===== src/rtl/dm_ram_readout_seq.sv =====
// Frame readout sequencer: sweeps the actuator RAM and streams {data, chan, last}
// words to the DAC serializer through a 2-entry buffer with valid/ready flow control.
module dm_ram_readout_seq #(
    parameter int AW    = 5,
    parameter int DW    = 16,
    parameter int NCHAN = 32
) (
    input  logic          CLK,
    input  logic          RST,
    input  logic          START,
    input  logic          CLR_ERR,
    output logic [AW-1:0] RADDR,
    output logic          REN,
    input  logic [DW-1:0] RD,
    output logic [DW-1:0] M_DATA,
    output logic [AW-1:0] M_CHAN,
    output logic          M_LAST,
    output logic          M_VALID,
    input  logic          M_READY,
    output logic          BUSY,
    output logic          DONE,
    output logic          START_DROP
);

    localparam logic [AW-1:0] LAST_ADDR = AW'(NCHAN - 1);

    typedef enum logic [1:0] {IDLE, FETCH, DRAIN} state_t;

    state_t          state;
    logic [1:0]      cnt;
    logic            rd_vld_p1;
    logic [AW-1:0]   rd_chan_p1;
    logic            rd_last_p1;
    logic [DW-1:0]   buf_data [2];
    logic [AW-1:0]   buf_chan [2];
    logic            buf_last [2];
    logic            pop;
    logic            push;
    logic [1:0]      wr_idx;
    logic [2:0]      outstanding;

    // Credit check counts the word leaving this cycle so a full buffer still
    // refills at one word per clock; it never lets more than two words be owed.
    assign pop         = (cnt != 2'd0) && M_READY;
    assign push        = rd_vld_p1;
    assign outstanding = {1'b0, cnt} + {2'b0, rd_vld_p1} - {2'b0, pop};
    assign REN         = (state == FETCH) && (outstanding < 3'd2);
    assign wr_idx      = cnt - {1'b0, pop};

    assign M_VALID = (cnt != 2'd0);
    assign M_DATA  = M_VALID ? buf_data[0] : '0;
    assign M_CHAN  = M_VALID ? buf_chan[0] : '0;
    assign M_LAST  = M_VALID && buf_last[0];
    assign BUSY    = (state != IDLE);

    // Control: FSM, read address, occupancy, status flags
    always_ff @(posedge CLK) begin
        if (RST) begin
            state      <= IDLE;
            RADDR      <= '0;
            cnt        <= 2'd0;
            rd_vld_p1  <= 1'b0;
            DONE       <= 1'b0;
            START_DROP <= 1'b0;
        end else begin
            DONE      <= 1'b0;
            rd_vld_p1 <= REN;
            cnt       <= cnt + {1'b0, push} - {1'b0, pop};
            if (START && state != IDLE)
                START_DROP <= 1'b1;
            else if (CLR_ERR)
                START_DROP <= 1'b0;
            case (state)
                IDLE: begin
                    RADDR <= '0;
                    if (START)
                        state <= FETCH;
                end
                FETCH: begin
                    if (REN) begin
                        if (RADDR == LAST_ADDR)
                            state <= DRAIN;
                        else
                            RADDR <= RADDR + AW'(1);
                    end
                end
                DRAIN: begin
                    if (pop && buf_last[0]) begin
                        state <= IDLE;
                        DONE  <= 1'b1;
                        RADDR <= '0;
                    end
                end
                default: state <= IDLE;
            endcase
        end
    end

    // Data: read tag pipeline (p1 aligns with RD) and the 2-entry output FIFO
    always_ff @(posedge CLK) begin
        rd_chan_p1 <= RADDR;
        rd_last_p1 <= (RADDR == LAST_ADDR);
        if (pop) begin
            buf_data[0] <= buf_data[1];
            buf_chan[0] <= buf_chan[1];
            buf_last[0] <= buf_last[1];
        end
        if (push) begin
            if (wr_idx == 2'd0) begin
                buf_data[0] <= RD;
                buf_chan[0] <= rd_chan_p1;
                buf_last[0] <= rd_last_p1;
            end else begin
                buf_data[1] <= RD;
                buf_chan[1] <= rd_chan_p1;
                buf_last[1] <= rd_last_p1;
            end
        end
    end

endmodule


===== config.mk =====
export PLATFORM = sky130hd
export DESIGN_NAME = dm_ram_readout_seq
export DESIGN_NICKNAME = d
export VERILOG_FILES = /design/src/rtl/dm_ram_readout_seq.sv
export SDC_FILE = /design/constraint.sdc
export NUM_CORES = 1
export LEC_CHECK = 0
export CAP_MARGIN = 20
export CORE_MARGIN = 1
export CORE_UTILIZATION = 45
export CTS_BUF_LIST = sky130_fd_sc_hd__clkbuf_4 sky130_fd_sc_hd__clkbuf_8 sky130_fd_sc_hd__clkbuf_16
export CTS_CLUSTER_SIZE = 28
export DETAILED_ROUTE_END_ITERATION = 16
export GPL_TIMING_DRIVEN = 0
export PLACE_DENSITY = 0.75
export RECOVER_POWER = 25
export SLEW_MARGIN = 40
export SYNTH_ARGS = -nofsm -noshare
export SYNTH_HDL_FRONTEND = slang
export SYNTH_SLANG_ARGS = --single-unit
export TNS_END_PERCENT = 100

===== constraint.sdc =====
create_clock -name CLK -period 2.5 [get_ports CLK]
set_input_delay 0.375 -clock CLK [delete_from_list [all_inputs] [get_ports CLK]]
set_output_delay 0.375 -clock CLK [all_outputs]
set_load 0.03 [all_outputs]

==> impl_metrics.yaml <==
run_status:
  status: "finished with violations"
  violations: "setup timing"
sta:
  fin_skew_ns: 0.01124
  fin_crit_sh: 1.006
  slew_headroom: 0.6225
  fmax_ghz: 0.3975
  finalHoldViolations: 0
  tightest_slew_ns: 0.5663
  finalMaxSlewViolations: 0
  fin_ws_ns: -0.01546
  finalSetupViolations: 1
  period_needed_ns: 2.515
  rsz0062_at_grt: "yes"
setup_path:
  critPathMaxStageDelay_ns: 0.46
  end_kind: "primary output"
  cp_slowest_cell: "fa_2"
  crit_path_max_fanout: 4
  crit_path_start: "M_READY"
  cp.required_ns: 2.12
  critPathLaunchType: "input pin"
  r2r-start: "cnt[1]$_SDFF_PP0_"
  r2r_slack_ns: 0.13
  cp.arrival_ns: 2.14
  path_cells: "dlygate4sd2_1 > o21ai_4 > or2_4 > nand2_4 > ha_4 > fa_2 > nor4b_4 > buf_6"
  crit_type: "in2out"
finish:
  diodes: 0
  drive_gt1_frac: 0.2645
  final_cell_mix: "44 x edfxtp_1, 22 x and2_1, 22 x mux2_2, 21 x dlygate4sd2_1"
  layout_commonest_cell: "edfxtp_1"
  areaGrowthSynthToFinish_pct: 34.70
  fin_util: 0.6455
  finalNetCount: 262
power_and_ir_drop:
  p_leak_nw: 1.273
  power.density_nw_per_um2: 987.7
  worst_ir_drop_vdd_mv: 0.4739
floorplan:
  die_w_um: 76.69
  die_h_um: 76.69
  num_io_pins: 53
  coreArea_sq_um: 5238
  start_util: 0.4792
  placementRows: 26
  die-area_sq_um: 5881
route:
  postRouteAntennaNets: 0
  drtIter0Drc: 68
  routed_wl_um: 4448
  dr.pass1.iters: 4
  vias: 1526
  drc: 0
  viasPerCell: 4.891
  wl_per_cell_um: 14.26
place:
  dp_hpwl_um: 2919
  preCtsSetupSlack_ns: -1.046
  port_buffers: 51
  routabilityCongestion: 0.8024
global_routing:
  grt_pass1_vias: 1534
  grt_overflow: 0
  groute.usage.overall: 0.1659
  antenna_found_initial: 0
  grt_max_degree: 23
  grt_pass1_wl_um: 7389
cts:
  cts_max_path_buffers: 2
  clkTransAtPathRegs_ns: 0.06
  cts_buffers: 9
  tritoncts: "yes"
  htree_levels: 3
  clkLatencyLatePin_ns: 0.33
  cts_hold_buffers: 0
  cts_root_buf: "clkbuf_8"
  cts_sinks: 62
yosys:
  synth_fp_nets: 197
  syn_inst: 172
  syn-mean-instance-area_sq_um: 14.59
  synth_area_sq_um: 2510
  yosysSeqAreaShare: 0.6700
  ys_ff_latch: 62
  synth_cell_types: 37
  ys_warn_count: 0
min_path:
  min_from: "RADDR[4]$_SDFFE_PP0P_"
  hold_class: "reg2reg"
run:
  drv_cap: 0
==> worst paths after layout <==
kind | endpoint | depth (start not counted)
worst max-delay path | REN | 8
worst max register to register | RADDR[0]$_SDFFE_PP0P_ | 9
worst min register to register | rd_chan_p1[4]$_DFF_P_ | 0
worst min-delay path | rd_chan_p1[4]$_DFF_P_ | 0
==> per-layer routing <==
layer / part of all wire / GRT usage / up-vias
li1: - / - / 761
met1: 0.47 / 0.2104 / 709
met2: 0.46 / 0.2518 / 52
met3: 0.059 / 0.06548 / 4
met4: 0.0070 / 0.06923 / 0
met5: 0 / 0 / -
==> final cells by class <==
class | instances | area (sq um)
inverters | 5 | 18.77
fillers | 402 | 1857
clock inverters | 3 | 17.52
flip-flops and latches | 62 | 1687
plain buffers | 6 | 28.78
repair buffers | 56 | 523.0
clock buffers | 13 | 177.7
well taps | 70 | 87.58
multi-input cells | 97 | 840.8
==> kinds of logic (layout without fill, tap and decap cells) <==
family,Yosys count,after routing,synth area share
xor+xnor,1,1,0.006482
simple gates,55,55,0.1346
fa+ha+maj,4,4,0.02293
buf+inv,13,83,0.02343
flops,62,62,0.6700
mux,22,22,0.09870
compound gates,15,15,0.04388
==> per-stage QoR <==
step                      instance area (sq um)  hold slack (ns)  setup TNS (ns)  power, mW  instances
after floorplan                            2526           0.4027               0      2.096        172
after global placement                     3124           0.3949          -10.52      2.505        293
after detailed placement                   3127           0.3922          -4.544      2.519        293
after CTS                                  3374           0.3948         -0.1873      3.360        312
after global routing                       3381           0.4208         -0.1059      3.510        312
final                                      3381           0.4027        -0.01546      3.339        312
==> report_power, final <==
part / internal [mW] / switching (mW) / total (mW)
Combinational: 0.469 / 0.700 / 1.17
Clock: 0.466 / 0.354 / 0.820
Sequential: 1.30 / 0.0493 / 1.35
Total: 2.24 / 1.10 / 3.34
==> registers in the layout, indices dropped and copies added, names as in the netlist <==
| name | flops |
|---|---|
| buf_last | 2 |
| START_DROP | 1 |
| rd_chan_p1 | 5 |
| buf_chan | 10 |
| state | 2 |
| push | 1 |
| buf_data | 32 |
| RADDR | 5 |
| rd_last_p1 | 1 |
| DONE | 1 |
| cnt | 2 |
==> worst max-delay path: cells and delay by family <==
family	cells	cell delay, ns
buffers and inverters	2	0.47
AO/OA/AOI/OAI	1	0.09
AND/OR/NAND/NOR	3	0.63
adder cells (fa/ha/maj)	2	0.58
==> Yosys cell counts (all sizes together) <==
library cell | number | area [sq um]
inv | 5 | 18.77
nor3b | 1 | 12.51
o31ai | 1 | 7.510
ha | 3 | 37.54
o22ai | 1 | 6.260
o21a | 1 | 7.510
o41ai | 2 | 17.52
o21ai | 1 | 5.000
nand2b | 3 | 18.77
fa | 1 | 20.02
nor4 | 3 | 18.77
a21o | 1 | 7.510
or2 | 4 | 27.53
and3 | 1 | 6.260
nor3 | 1 | 5.000
nor2b | 4 | 25.02
or4 | 2 | 18.77
mux2 | 22 | 247.7
a31oi | 1 | 6.260
o2bb2ai | 1 | 8.760
o211ai | 1 | 7.510
xnor2 | 1 | 16.27
nand3 | 1 | 5.000
nand2 | 7 | 26.28
o32ai | 3 | 26.28
and2 | 22 | 137.6
dfxtp | 18 | 360.4
buf | 4 | 25.02
clkbuf | 4 | 15.01
a21oi | 2 | 10.01
edfxtp | 44 | 1321
nor4b | 2 | 17.52
nor2 | 3 | 11.26
nand3b | 1 | 7.510
==> timing repair <==
item,in CTS,in global routing
buffers inserted,3,2
gates cloned,0,0
endpoints found under the setup margin,25,15
gates resized for setup,42,3
pin swaps,7,7
(Power assumes the default switching activity.)
